[src/rtl/timer_multi.sv]
// rtl/timer_multi.sv - NCH-channel programmable down-counter timer with prescaler and IRQs
// Each channel runs an IDLE/CNT/INT FSM; a register write always beats the same-cycle FSM update.
module timer_multi #(
  parameter int NCH = 2,
  parameter int CW  = 32,
  parameter int PSW = 8,
  localparam int AW = ((NCH > 1) ? $clog2(NCH) : 0) + 2
) (
  input  logic           clk,
  input  logic           rst,
  input  logic [AW-1:0]  addr,
  input  logic           we,
  input  logic [31:0]    din,
  output logic [31:0]    dout,
  output logic           irq,
  output logic [NCH-1:0] irq_vec,
  output logic [NCH-1:0] tout
);

  localparam logic [1:0] S_IDLE = 2'd0;
  localparam logic [1:0] S_CNT  = 2'd1;
  localparam logic [1:0] S_INT  = 2'd2;

  logic [AW-1:0]  chsel;
  logic [1:0]     rsel;
  logic           ch_ok;

  logic [NCH-1:0] en, im, pend, tout_q, tick;
  logic [NCH-1:0] wr_ctrl, wr_preset, wr_psc;
  logic [1:0]     mode     [NCH];
  logic [1:0]     state    [NCH];
  logic [CW-1:0]  preset   [NCH];
  logic [CW-1:0]  count    [NCH];
  logic [PSW-1:0] prescale [NCH];
  logic [PSW-1:0] psc      [NCH];

  assign chsel = addr >> 2;
  assign rsel  = addr[1:0];
  assign ch_ok = (chsel < AW'(NCH));

  always_comb begin
    wr_ctrl   = '0;
    wr_preset = '0;
    wr_psc    = '0;
    tick      = '0;
    for (int i = 0; i < NCH; i++) begin
      wr_ctrl[i]   = we && ch_ok && (chsel == AW'(i)) && (rsel == 2'd0);
      wr_preset[i] = we && ch_ok && (chsel == AW'(i)) && (rsel == 2'd1);
      wr_psc[i]    = we && ch_ok && (chsel == AW'(i)) && (rsel == 2'd3);
      tick[i]      = (psc[i] == prescale[i]);
    end
  end

  always_ff @(posedge clk or posedge rst) begin
    if (rst) begin
      en     <= '0;
      im     <= '0;
      pend   <= '0;
      tout_q <= '0;
      for (int i = 0; i < NCH; i++) begin
        mode[i]     <= 2'b00;
        state[i]    <= S_IDLE;
        preset[i]   <= '0;
        count[i]    <= '0;
        prescale[i] <= '0;
        psc[i]      <= '0;
      end
    end else begin
      for (int i = 0; i < NCH; i++) begin
        if (wr_preset[i]) preset[i] <= din[CW-1:0];
        if (wr_psc[i])    prescale[i] <= din[PSW-1:0];

        if (wr_ctrl[i]) begin
          en[i]    <= din[0];
          mode[i]  <= din[2:1];
          im[i]    <= din[3];
          pend[i]  <= 1'b0;
          state[i] <= S_IDLE;
        end else begin
          case (state[i])
            S_IDLE: begin
              if (en[i]) begin
                count[i] <= preset[i];
                state[i] <= S_CNT;
              end
            end
            S_CNT: begin
              if (!en[i]) begin
                state[i] <= S_IDLE;
              end else if (count[i] == '0) begin
                state[i] <= S_INT;
                pend[i]  <= 1'b1;
              end else if (tick[i]) begin
                count[i] <= count[i] - 1'b1;
              end
            end
            S_INT: begin
              // Mode 2'b11 is treated as one-shot.
              if (mode[i] == 2'b01 || mode[i] == 2'b10) begin
                count[i] <= preset[i];
                state[i] <= S_CNT;
                if (mode[i] == 2'b10) tout_q[i] <= ~tout_q[i];
              end else begin
                en[i]    <= 1'b0;
                state[i] <= S_IDLE;
              end
            end
            default: state[i] <= S_IDLE;
          endcase
        end

        if (wr_ctrl[i] || wr_psc[i] || state[i] != S_CNT) psc[i] <= '0;
        else if (tick[i]) psc[i] <= '0;
        else psc[i] <= psc[i] + 1'b1;
      end
    end
  end

  always_comb begin
    dout = '0;
    for (int i = 0; i < NCH; i++) begin
      if (ch_ok && chsel == AW'(i)) begin
        case (rsel)
          2'd0: dout = {27'b0, pend[i], im[i], mode[i], en[i]};
          2'd1: dout[CW-1:0] = preset[i];
          2'd2: dout[CW-1:0] = count[i];
          default: dout[PSW-1:0] = prescale[i];
        endcase
      end
    end
  end

  assign irq_vec = pend & im;
  assign irq     = |irq_vec;
  assign tout    = tout_q;

endmodule

[config.mk]
export PLATFORM = sky130hd
export DESIGN_NAME = timer_multi
export DESIGN_NICKNAME = d
export VERILOG_FILES = /design/src/rtl/timer_multi.sv
export SDC_FILE = /design/constraint.sdc
export NUM_CORES = 1
export LEC_CHECK = 0
export CAP_MARGIN = 20
export CORE_MARGIN = 8
export CORE_UTILIZATION = 50
export DETAILED_ROUTE_END_ITERATION = 7
export PLACE_DENSITY = 0.7
export SETUP_SLACK_MARGIN = 0.05
export SLEW_MARGIN = 20
export SYNTH_ARGS = -nofsm -noshare
export SYNTH_HDL_FRONTEND = slang
export SYNTH_SLANG_ARGS = --single-unit
[constraint.sdc]
create_clock -name clk -period 9.2 [get_ports clk]
set_input_delay 1.84 -clock clk [delete_from_list [all_inputs] [get_ports clk]]
set_output_delay 1.84 -clock clk [all_outputs]
set_load 0.01 [all_outputs]
=== Yosys cells after proc, flatten, opt, wreduce, memory -nomap -nowiden ===
Index checks and enable logic that the tools add are counted.

* Add/subtract/negate cells: 4
* $lt $le $gt $ge: 1
* Equality and inequality tests: 31
* Mux-type cells: 48
* Bitwise gates (word level): 5
* Reduce and logical (&&, ||, !) cells: 44

{| class="wikitable"
|+ Operator list
! kind !! number
|-
| $mux 32 || 12
|-
| $pmux 32 s3 || 2
|-
| $pmux 24 s3 || 1
|-
| $logic_not 32->1 || 2
|-
| $sub 32x1->32 const B || 2
|-
| $pmux 24 s2 || 1
|-
| $pmux 8 s3 || 2
|-
| $mux 8 || 4
|-
| $ne 2x2->1 const B || 12
|-
| $add 8x1->8 const B || 2
|-
| $eq 8x8->1 || 2
|-
| $mux 1 || 16
|-
| $mux 2 || 8
|-
| $reduce_bool 2->1 || 8
|-
| $reduce_and 7->1 || 2
|-
| $eq 2x2->1 const B || 6
|-
| $pmux 2 s3 || 2
|-
| $logic_and 1x1->1 || 11
|-
| $eq 2x1->1 const B || 5
|-
| $ne 4x4->1 const B || 2
|-
| $reduce_and 2->1 || 4
|-
| $reduce_and 4->1 || 2
|-
| $logic_not 2->1 || 3
|-
| $logic_or 1x1->1 || 6
|-
| other kinds (9) || 16
|}

* Register bits after elaboration: 176
* Output and inout port bits: 37
* Word-level logic and storage cells: 153

=== Depth between registers and ports, before layout ===
Gate-level depths: netlist of the first run.

* Word-level depth: 7
* Depth in mapped cells: 9
* Depth with buffers taken out: 8

=== Least setup slack after synthesis of the first run ===
Ideal clock, no wire load.

* Path type: input -> output
* Start point: input port addr[1]
* End point: output port dout[13]
* Arrival: 3.240 ns
* Data required time: 7.360 ns
* Path slack: 4.120 ns
* Cell stages on the path: 7
* Buffers on the path: 3
* Cells stage by stage: inv_1 > ha_1 > clkbuf_1 > clkbuf_1 > buf_1 > a22oi_1 > o22ai_1

* Word-level cells in the longest chain between the ends: 5
* Elaborated cells between the ends (all ways): 7
* Classes of those cells: eq/ne: 2; mux: 4; reduce/logical: 1

{| class="wikitable"
|+ Ends and longest elaborated chain
! what !! line !! text
|-
| start, declared || 11 || <nowiki>input logic [AW-1:0] addr,</nowiki>
|-
| $eq 2x2->1 or $eq 2x1->1 (tied branches) || 123 || <nowiki>case (rsel)</nowiki>
|-
| $pmux 24 s2 || 123 ||
|-
| $mux 32 || 122 || <nowiki>if (ch_ok && chsel == AW'(i)) begin</nowiki>
|-
| $pmux 24 s3 || 123 ||
|-
| $mux 32 (*) || 122 ||
|-
| end, declared || 14 || <nowiki>output logic [31:0] dout,</nowiki>
|}

Mark *: on every way between the ends. The rest lies on a longest branch, timed or not.

=== Final worst setup path of the first run ===
* Start point: input port addr[2]
* End point: output port dout[26]

* Word-level cells in the longest chain between the ends: 5
* Elaborated cells between the ends (all ways): 7
* Classes of those cells: order compare: 1; mux: 3; reduce/logical: 3

{| class="wikitable"
|+ Ends and longest elaborated chain
! what !! line
|-
| $lt 1x2->1 or $logic_not 3->1 (tied branches) || 39, 122
|-
| $logic_and 1x1->1 || 122
|-
| $mux 32 || 122
|-
| $pmux 24 s3 || 123
|-
| $mux 32 (*) || 122
|}

Marked as above.

==> metrics.md, run 1 <==
| Metric | Value |
|---|---|
| Pre-antenna DRT Iters | 5 |
| Non-Filler Instances | 1,333 |
| Switching share of power | 38.8% |
| Peak fanout along the critical path | 25 |
| Setup TNS | 0 ns |
| Die span in x | 156 µm |
| Post-synthesis net count | 1,075 |
| Reg2reg start | count[41] |
| Cell taking the most area after synthesis | dfrtp_1 |
| PnR worst setup slack | 2.49 ns |
| Reg2Reg Depth | 5 |
| Synth warn | 0 |
| Mapped Area | 9790 µm² |
| Port bufs | 74 |
| Crit share post-route | 73.0% |
| Part of the power in the clock network | 25.4% |
| #FFs+latches synth | 176 |
| Asr flop ratio synth | 100% |
| Static Leak | 4.44 nW |
| Startpoint types | primary input |
| Clock-pin slew on the worst setup and hold paths | 0.07 ns |
| Hpwl dp | 20.8 mm |
| Root Buffer Master | clkbuf_16 |
| Seq/Total Area, Yosys | 45.0% |
| Post-Place Cells | 1,300 |
| Drc violations | 0 |
| Die height | 156 µm |
| Post-synth top cells | dfrtp_1, o21ai_0, mux2_2 |
| Vias post-DR | 8,711 |
| Max-Cap Viols | 0 |
| Core region area | 19,300 µm² |
| Global route overflow | 0 |
| Comb pwr share | 27.9% |
| First-pass GRT wire length | 47.5 mm |
| GRT Total Usage | 25.0% |
| Top cell by count, worst path | clkdlybuf4s50_1 |
| # fillers | 1,707 |
| Vias in the first global route | 8,374 |
| Worst hold path stage count | 1 |
| Worst Path Required | 7.36 ns |
| Ports | 75 |
| Worst Skew | 0.0127 ns |
| Sw Pwr | 1.09 mW |
| Syn Area/Cell | 9.53 µm² |
| Post-CTS setup buffers | 0 |
| Crit path capture type | output pin |
| Final min period | 6.71 ns |
| Top delay family on crit path | buffers and inverters |
| Count leader, synth | dfrtp_1 |
| Slew Limit Fails | 0 |
| Buf/Inv on CP | 2 |
| Synth Flop Type | dfrtp_1 |
| R2R setup slack | 5.71 ns |
| Routed WL per cell | 22.5 µm |
| RSZ-0062 raised after global routing | false |
| Setup Crit Path Kind | primary input to output pin |
| Initial antenna violation count | 0 |
| Htree depth | 4 |
| Overall die area | 24,300 µm² |
| Setup WS pre-CTS | 2.55 ns |
| Row count | 51 |
| CTS hold repair buffers | 0 |
| Top cell type's share of synthesized area | 45.0% |
| Hold Startpoint | tout[1] |
| Data arrival, critical path | 4.87 ns |
| Post-synth EDFFs | 0 |
| GPL Wtd Cong | 0.917 |
| Worst-Margin Slew | 1.12 ns |
| Ranking of synthesized cells by area | dfrtp_1, mux2_2, a22oi_1, o21ai_0, a21oi_1 |
| Slew HR | 25.3% |
| Max incr delay on CP | 1.09 ns |
| CTS tree | built |
| Post-DRT Antenna Nets | 0 |
| Slowest-stage cell, CP | clkdlybuf4s50_1 |
| CTS buffer count | 17 |
| Initial core utilization | 50.6% |
| Fmax | 0.149 GHz |
| Clk_lat worst skew | 0.45 ns |
| Seq pwr share | 46.7% |
| Netlist cell types | 61 |
| Int Power | 1.72 mW |
| Cells along the critical path | clkdlybuf4s50_1 > nand2b_1 > o22ai_1 > a22o_1 > clkdlybuf4s50_1 |
| CTS max path bufs | 2 |
| Final layout net count | 1,103 |
| Routed Wire Length | 30.0 mm |
| # diodes | 0 |
| Worst path depth | 5 |
| Hold Vio Cnt, Final | 0 |
| Setup violations, final | 0 |
| Clock sinks | 176 |
| Maximum vdd drop | 0.143 mV |
| Vias per cell | 6.53 |
| Worst hold slack | 0.471 ns |
| Share of cells above drive strength 1 | 13.2% |
| Origin of the worst setup path | addr[2] |
| First-iteration detailed-routing DRC count | 838 |
| Gate Count Post-Synth | 1,027 |
| Status | complete, no violations |
| Post-cts sizing count | 0 |
| HP Class | register to register |
| PD cells | 250 nW/µm² |
| Largest net degree at the start of global routing | 102 |
| P&R area growth vs syn | 14.8% |
==> cell type report <==
| type | count | area [µm²] | area share, % |
|---|---|---|---|
| multi-input cells | 759 | 5050 | 44.9 |
| flip-flops and latches | 176 | 4400 | 39.2 |
| repair buffers | 82 | 805 | 7.16 |
| clock buffers | 17 | 425 | 3.79 |
| well taps | 265 | 332 | 2.95 |
| clock inverters | 15 | 144 | 1.28 |
| inverters | 19 | 76.3 | 0.679 |
==> final timing paths <==
path | endpoint
worst max register to register | count[53]
worst max-delay path | dout[26]
min in group asynchronous | state[2]
worst min-delay path | tout[1]
worst min register to register | tout[1]
max in group asynchronous | count[63]
==> registers in the layout, indices dropped and copies added (netlist names) <==
signal / cells
count: 64
preset: 64
prescale: 16
psc: 16
mode: 4
state: 4
en: 2
im: 2
pend: 2
tout: 2
==> power by group through the flow <==
stage	registers [mW]	clock network, mW	logic [mW]
after detailed placement	1.31	0	0.771
after floorplan	1.19	0	0.580
after CTS	1.30	0.719	0.775
after global placement	1.31	0	0.751
final	1.31	0.711	0.783
after global routing	1.34	0.757	0.866
==> metal layers <==
| layer | up-vias | wire (µm) | GRT usage [%] | part of all wire [%] |
|---|---|---|---|---|
| li1 | 3904 | - | - | - |
| met1 | 4279 | 12700 | 33.8 | 42 |
| met2 | 455 | 13700 | 38.1 | 46 |
| met3 | 73 | 2490 | 5.48 | 8.3 |
| met4 | 0 | 1130 | 10.6 | 3.7 |
| met5 | - | 0 | 0 | 0 |
==> layout by cell type (no fill, tap or decap), types with 8 or more instances in the layout <==
cell and count:
a21oi_1 66, a22o_1 9, a22oi_1 62, a2bb2oi_1 9, a31oi_1 21, and3_1 12, clkbuf_16 17, clkdlybuf4s50_1 74
dfrtp_1 176, ha_1 8, inv_1 18, mux2_2 79, mux2i_1 8, nand2_1 67, nand3_1 33, nor2_1 68
nor3_1 33, nor4_1 17, o21ai_0 88, o22ai_1 36, or4_1 11, xnor2_1 15, xor2_1 15
==> per-stage QoR <==
stage,instance area [µm²],utilization (%),power [mW]
6_report,11200,58.1,2.81
5_1_grt,11200,58.1,2.96
4_1_cts,11200,58.1,2.79
3_5_place_dp,10700,55.1,2.08
3_3_place_gp,10700,55.1,2.06
2_1_floorplan,9790,-,1.77
==> cells by family after synthesis <==
group,Yosys count,share of synthesized area [%]
adder cells (fa/ha/maj),10,1.28
AO/OA/AOI/OAI,330,21.1
XOR/XNOR,30,2.68
AND/OR/NAND/NOR,299,15.7
buffers and inverters,92,3.66
flip-flops,176,45.0
multiplexers,90,10.6
Note: power is estimated with default switching activity, not from simulation.
==> run 2, diff against run 1 <==
==> constraint.sdc (replaced) <==
create_clock -name clk -period 6.6 [get_ports clk]
set_input_delay 1.32 -clock clk [delete_from_list [all_inputs] [get_ports clk]]
set_output_delay 1.32 -clock clk [all_outputs]
set_load 0.01 [all_outputs]
==> run 2 against run 1 <==
Cell count is 0.45% higher; via count is 0.13% lower; non-clock buffer count up 6; sequential power grew 39%; register-to-register slack got worse by 2.4 ns; clock power rose by 50%; worst setup slack got worse by 1.3 ns; combinational power is 39% higher; power increased by 42%; critical endpoint is now dout[7]; die area unchanged; clock-buffer cell count stayed put; first-iteration DRC count is 19% higher.
==> metrics.md, run 2 (synthesis results as in run 1) <==
| Metric | Value |
|---|---|
| Pre-antenna DRT Iters | 5 |
| Cells along the critical path | clkdlybuf4s50_1 > inv_1 > ha_2 > buf_4 > a22o_1 > mux4_2 > clkdlybuf4s50_1 |
| Core region area | 19,300 µm² |
| First-pass GRT wire length | 47.2 mm |
| Setup TNS | 0 ns |
| Die span in x | 156 µm |
| Setup WS pre-CTS | 1.24 ns |
| Clock-pin slew on the worst setup and hold paths | 0.08 ns |
| Most common cell after layout, fill and taps aside | dfrtp_1 |
| Worst path depth | 7 |
| Vias per cell | 6.50 |
| Vias in the first global route | 8,401 |
| WL met1 | 12.9 mm |
| Post-Place Cells | 1,306 |
| Hold Vio Cnt, Final | 0 |
| Worst Path Required | 5.28 ns |
| Setup violations, final | 0 |
| Storage element area | 4400 µm² |
| # diodes | 0 |
| Status | complete, no violations |
| Setup Crit Path Kind | primary input to output pin |
| HP Class | register to register |
| Slew HR | 28.4% |
| Data arrival, critical path | 4.11 ns |
| Routed Wire Length | 29.8 mm |
| Met3 WL | 1.95 mm |
| Initial antenna violation count | 0 |
| Buf/Inv on CP | 4 |
| Worst Skew | 0.0113 ns |
| Hold Startpoint | tout[0] |
| Final min period | 5.43 ns |
| CP endpoint | dout[7] |
| Clk_lat worst skew | 0.44 ns |
| CTS hold repair buffers | 0 |
| Die height | 156 µm |
| CTS buffer count | 17 |
| Share of cells above drive strength 1 | 13.6% |
| Crit share post-route | 82.3% |
| Startpoint types | primary input |
| Post-cts sizing count | 0 |
| Fmax | 0.184 GHz |
| Reg2Reg Depth | 5 |
| Vias post-DR | 8,700 |
| CTS tree | built |
| Global route overflow | 0 |
| Top delay family on crit path | buffers and inverters |
| Port bufs | 74 |
| Static Leak | 4.50 nW |
| Initial core utilization | 50.6% |
| Routed met2 length | 13.9 mm |
| Clock sinks | 176 |
| Non-Filler Instances | 1,339 |
| Peak fanout along the critical path | 32 |
| GPL Wtd Cong | 0.909 |
| Worst r2r dst | count[33] |
| Multi-input logic area | 5050 µm² |
| CTS max path bufs | 2 |
| Largest net degree at the start of global routing | 82 |
| Htree depth | 4 |
| PD cells | 351 nW/µm² |
| Final layout net count | 1,109 |
| PnR worst setup slack | 1.17 ns |
| Overall die area | 24,300 µm² |
| Drc violations | 0 |
| Reg2reg start | count[40] |
| Routed WL per cell | 22.3 µm |
| Crit path capture type | output pin |
| # fillers | 1,672 |
| Post-DRT Antenna Nets | 0 |
| Row count | 51 |
| Top sig layer | met4 |
| Top Registers | count (64), preset (64) |
| Top cell by count, worst path | clkdlybuf4s50_1 |
| Post-CTS setup buffers | 0 |
| Origin of the worst setup path | addr[0] |
| Max incr delay on CP | 0.66 ns |
| P&R area growth vs syn | 15.8% |
| Slowest-stage cell, CP | ha_2 |
| First-iteration detailed-routing DRC count | 999 |
| Max-Cap Viols | 0 |
| Hpwl dp | 20.4 mm |
| GRT Total Usage | 24.9% |
| Root Buffer Master | clkbuf_16 |
| Most frequent cells in the layout | dfrtp_1, o21ai_0, mux2_2 |
| Worst-Margin Slew | 1.07 ns |
| RSZ-0062 raised after global routing | false |
| Maximum vdd drop | 0.213 mV |
| Slew Limit Fails | 0 |
| Ports | 75 |
| R2R setup slack | 3.34 ns |
## run 2: area by class of cell
| cell class | instances | area share [%] |
|---|---|---|
| Multi-Input combinational cell | 759 | 44.6 |
| Sequential cell | 176 | 38.9 |
| Timing Repair Buffer | 88 | 7.53 |
| Clock buffer | 17 | 3.76 |
| Tap cell | 265 | 2.93 |
| Clock inverter | 15 | 1.68 |
| Inverter | 19 | 0.674 |
## run 2: how the worst min path moves through the flow
stage | to | slack [ns] | cells after the start
after floorplan | im[1] | 0.46 | 2
final | tout[0] | 0.48 | 1
after global placement | tout[1] | 0.46 | 1
after detailed placement | tout[0] | 0.47 | 1
after global routing | tout[0] | 0.49 | 1
after CTS | tout[1] | 0.48 | 1
## run 2: report_power, final
group / leakage [nW] / internal [mW] / switching (mW) / total (mW)
Clock: 0.300 / 0.579 / 0.489 / 1.07
Combinational: 2.04 / 0.507 / 0.585 / 1.09
Sequential: 2.16 / 1.39 / 0.430 / 1.82
Total: 4.50 / 2.48 / 1.50 / 3.98
## run 2: metal layers
metal,up-vias,track usage [%]
li1,3930,-
met1,4263,32.9
met2,428,39.0
met3,79,5.01
met4,0,10.7
met5,-,0
## run 2: per-stage QoR
| step | cell area [µm²] | power [mW] | hold slack (ns) | utilization [%] |
|---|---|---|---|---|
| finish | 11300 | 3.98 | 0.484 | 58.6 |
| global route | 11300 | 4.19 | 0.491 | 58.6 |
| CTS | 11300 | 3.97 | 0.483 | 58.5 |
| detailed placement | 10700 | 2.90 | 0.466 | 55.3 |
| global placement | 10700 | 2.87 | 0.464 | 55.3 |
| floorplan | 9790 | 2.46 | 0.460 | - |
## run 2: worst reg2reg max path, cell delays in order (launching register included)
cell and delay, ns:
dfrtp_1 0.43, nor4_1 0.72, nand2_1 0.50, and4b_1 0.82
nor2_1 0.44, o21ai_0 0.27
==> RTL edit 1: new RTL, settings of run 1 <==
Change the parameter `NCH` from 2 to 4.
--- a/src/rtl/timer_multi.sv
+++ b/src/rtl/timer_multi.sv
@@ -3,3 +3,3 @@
 module timer_multi #(
-  parameter int NCH = 2,
+  parameter int NCH = 4,
   parameter int CW  = 32,
Interface: changed (resized addr, irq_vec and tout); port bits go from 75 to 80. No check against the original RTL was run, so the function may have changed too.
==> RTL edit 1 against run 1 <==
Synthesized area is 100% higher. Sequential share of layout area is 0.43 points higher. Final area is 98% higher. Wire length is 120% higher. Sequential cell count is 176 higher. Setup slack worse by 0.53 ns. Clock skew is 0.012 ns higher. Power is 120% higher. Combinational power is 120% higher. Final cell count is 92% higher. Count of clock-buffer cells in the layout is 34 higher. Critical endpoint is now dout[10]. Largest power group unchanged.
==> RTL edit 1: results <==
[outcome]
outcome = finished, final reports clean

[global_routing]
antenna_found_initial = 0
grt_pass1_vias = 16800
global_route_usage_over_all_layers_pct = 27.5
global_route_wire_length_before_repair_um = 101000
grt_max_degree = 179

[routing]
drt_total_wl_um = 65600
post_drt_via_cell_ratio = 6.83
detailedRoute.firstIterationViolations = 2154
detailedRoute.firstPassIterationCount = 8

[clock_tree]
worst_skew_pair.late_latency_ns = 0.55
cts_max_level = 2
post_cts_resize_count = 0
post-cts-setup-buffer-count = 0
cts_made_buffers = 40
clock_path_buffers = 3
clk_root_buffer_cell = sky130_fd_sc_hd__clkbuf_16
clk_transition_reported_paths_ns = 0.05

[place]
gpl.final_weighted_congestion = 0.923
place_inst = 2485
buffer_ports.inserted = 79
post-dp-hpwl_um = 45400
detailed_place.area_um2 = 20800

[power]
power_leakage_nw = 8.84
max-vdd-ir-drop_mv = 0.154

[logic_synthesis]
syn_inst = 2010
synth.top_cells.by_area = sky130_fd_sc_hd__dfrtp_1 45%, sky130_fd_sc_hd__mux2_2 9.9%, sky130_fd_sc_hd__a22oi_1 4.5%
synthTopCellsByCount = 352 x sky130_fd_sc_hd__dfrtp_1, 173 x sky130_fd_sc_hd__mux2_2, 167 x sky130_fd_sc_hd__nor2_1
async_flop_share_pct = 100
synth-main-ff-cell = sky130_fd_sc_hd__dfrtp_1
synth.yosys.seq_area_share_pct = 44.8
ys_types = 73
synthesis.nets = 2065

[critical_path]
launch_point_of_the_worst_reg_to_reg_path = count[0]$_DFFE_PP0P_
crit_path_max_fanout = 24
slowest_delay_ns = 0.90
arrival_ns = 5.41
worst_setup_path_startpoint = addr[3]
critPathSlowestCell = sky130_fd_sc_hd__clkdlybuf4s50_1

[floorplanning]
core-area_um2 = 38700

[finish]
layoutNonFillerInstCount = 2559
n_fill_cell = 3370
drive_gt1_share_pct = 15.4
stdcell_area_um2 = 22200
largest_registers_ranked_by_flip_flop_count = count (128), preset (128)
antenna_cells_inserted = 0

[hold_path]
hold_path.class = flop to flop
min-delay-start = tout[0]$_DFFE_PP0P_

[sta]
timing.max_slew.rel_slack_pct = 25.0
setup_viol = 0
finClkSkew_ns = 0.0244
RTL edit 1: metal layers:
| layer | track usage, % | part of all wire [%] | vias to the layer above |
|---|---|---|---|
| li1 | - | - | 7635 |
| met1 | 35.3 | 40 | 8742 |
| met2 | 43.9 | 46 | 890 |
| met3 | 3.81 | 7.1 | 203 |
| met4 | 16.3 | 6.5 | 0 |
| met5 | 0 | 0 | - |
RTL edit 1: report_power, final:
group	internal [mW]	switching (mW)	total [mW]
Combinational	0.777	0.941	1.72
Clock	0.999	0.664	1.66
Sequential	2.02	0.697	2.71
RTL edit 1: logic make-up (layout without fill, tap and decap cells):
kind of cell               Yosys count  count (layout)  share of synthesized area [%]
and+or+nand+nor                    623             623                           15.9
AOI/OAI and AO/OA                  586             586                           20.7
DFF                                352             352                           44.8
muxes                              192             192                           11.3
buffers and inverters              181             212                           3.64
xor gates and xnor gates            60              60                           2.67
adders and majority gates           16              16                           1.02
RTL edit 1: final timing paths:
check	to	slack (ns)	depth (start not counted)
min reg2reg	tout[0]$_DFFE_PP0P_	0.47	1
min	tout[0]$_DFFE_PP0P_	0.47	1
max reg2reg	count[14]$_DFFE_PP0P_	5.50	9
min in group asynchronous	preset[78]$_DFFE_PP0P_	1.74	3
max in group asynchronous	psc[5]$_DFF_PP0_	6.46	3
max	dout[10]	1.95	6
RTL edit 1: cell type report:
type                            count  area share [%]
Clock buffer                       51            5.01
Timing Repair Buffer              107            4.74
Multi-Input combinational cell   1477            46.0
Clock inverter                     21            1.11
Inverter                           33           0.574
Sequential cell                   352            39.6
Tap cell                          518            2.92
RTL edit 1: metrics by stage:
step / worst slack, ns / hold WS (ns)
floorplan: 2.65 / 0.461
global placement: 2.03 / 0.467
detailed placement: 1.94 / 0.466
CTS: 1.92 / 0.481
global route: 1.89 / 0.497
finish: 1.95 / 0.471
==> RTL edit 2: new RTL, flow settings as in run 1 <==
Without the edit above. Put a register stage on the output `irq`, cleared by the reset. The value now appears one clock later. The other outputs are not delayed to match.
--- a/src/rtl/timer_multi.sv
+++ b/src/rtl/timer_multi.sv
@@ -133,3 +133,9 @@
   assign irq_vec = pend & im;
-  assign irq     = |irq_vec;
+  always_ff @(posedge clk or posedge rst) begin
+    if (rst) begin
+      irq <= '0;
+    end else begin
+      irq <= |irq_vec;
+    end
+  end
   assign tout    = tout_q;
Formal check against the unedited RTL: not equivalent (Yosys sat finds a counterexample within 4 cycles, from zero or initial values and one cycle with rst high).
==> RTL edit 2 against run 1 <==
Power grew 1.8%. Highest routed layer is now met5. Final area increased by 0.81%. Critical endpoint is now dout[2]. Critical path type unchanged. Wire length is 1.6% lower. Register-to-register slack worse by 0.02 ns. First-iteration DRC count is 21% higher. Synthesized cell count is essentially flat. Synthesized area rose by 0.26%. Setup slack improved by 0.23 ns. Sequential cell count increased by 1.
==> RTL edit 2: results <==
[routing]
top_layer_used = met5
dr_wl_met2_um = 13100
routed_len_inst_um = 22.1
routed-wl-met3_um = 2560
detailedRoute.firstIterationViolations = 1010
detailedRoute.firstPassIterationCount = 6
post_drt_via_cell_ratio = 6.46
detailed_routing_wirelength_on_met1_um = 13300

[finish]
antenna_cells_inserted = 0
drive_gt1_share_pct = 13.2
area.sequential_um2 = 4430
layout_clock_buffers = 20
inverters = 19
layoutNonFillerInstCount = 1337
stdcell_area_um2 = 11300
final-clk-cell-share_pct = 5.47
relative_area_of_non_clock_buffer_cells_in_the_final_design_pct = 7.33
multi_input_area_share_pct = 44.5
n_fill_cell = 1691
num-nonclk-buffers = 86

[logic_synthesis]
synthTopCellsByCount = 177 x sky130_fd_sc_hd__dfrtp_1, 88 x sky130_fd_sc_hd__o21ai_0, 79 x sky130_fd_sc_hd__mux2_2
synth-main-ff-cell = sky130_fd_sc_hd__dfrtp_1
synthesis.nets = 1076
synth.top_cells.by_area = sky130_fd_sc_hd__dfrtp_1 45%, sky130_fd_sc_hd__mux2_2 9.1%, sky130_fd_sc_hd__a22oi_1 4.7%
post_synth_fa_ha_maj_area_fraction_pct = 1.28
compound_cell_area_share_of_the_yosys_netlist_pct = 21.1
syn_inst = 1028
yosys.area_share.xor_xnor_pct = 2.68
synth.yosys.seq_area_share_pct = 45.1
synth_mux_area_share_pct = 10.6
synth-seq-cells = 177

[power]
internal_power_mw = 1.81
max-vdd-ir-drop_mv = 0.128
power_leakage_nw = 4.50

[sta]
worst-slew-pin-transition_ns = 1.02
finClkSkew_ns = 0.00872

[critical_path]
critPathSlowestCell = sky130_fd_sc_hd__clkdlybuf4s50_1
crit_path_max_fanout = 46
slowest_delay_ns = 0.61
arrival_ns = 4.64

[global_routing]
grt_pass1_vias = 8000
grt_max_degree = 108
antenna_found_initial = 1
globalRouteMet3Util_pct = 5.51
global_route_usage_over_all_layers_pct = 24.6
global_route_wire_length_before_repair_um = 46600
met1_use_gr_pct = 35.7
use_met2_pct = 35.9

[place]
gpl.final_weighted_congestion = 0.871
dp_worst_setup_slack_ns = 2.77
post-dp-hpwl_um = 20600

[clock_tree]
clk_transition_reported_paths_ns = 0.07
post_cts_resize_count = 0

[outcome]
outcome = finished, final reports clean

[floorplanning]
core-area_um2 = 19300
==> RTL edit 2: changes by cell type after synthesis <==
| cell | run 1 | this run |
|---|---|---|
| sky130_fd_sc_hd__dfrtp_1 | 176 | 177 |
==> RTL edit 2: worst paths after layout <==
path,endpoint,slack [ns],start,cells after the start
max,dout[2],2.72,addr[1],9
min,tout[1]$_DFFE_PP0P_,0.48,tout[1]$_DFFE_PP0P_,1
max reg2reg,count[37]$_DFFE_PP0P_,5.69,count[41]$_DFFE_PP0P_,5
min reg2reg,tout[1]$_DFFE_PP0P_,0.48,tout[1]$_DFFE_PP0P_,1
max in group asynchronous,count[5]$_DFFE_PP0P_,5.72,rst,3
min in group asynchronous,preset[47]$_DFFE_PP0P_,2.01,rst,2
==> RTL edit 2: power by group through the flow <==
stage	Clock, mW	Sequential [mW]	Combinational [mW]
finish	0.770	1.30	0.787
global route	0.811	1.33	0.870
global placement	0	1.30	0.759
floorplan	0	1.19	0.580
CTS	0.776	1.28	0.781
detailed placement	0	1.30	0.778
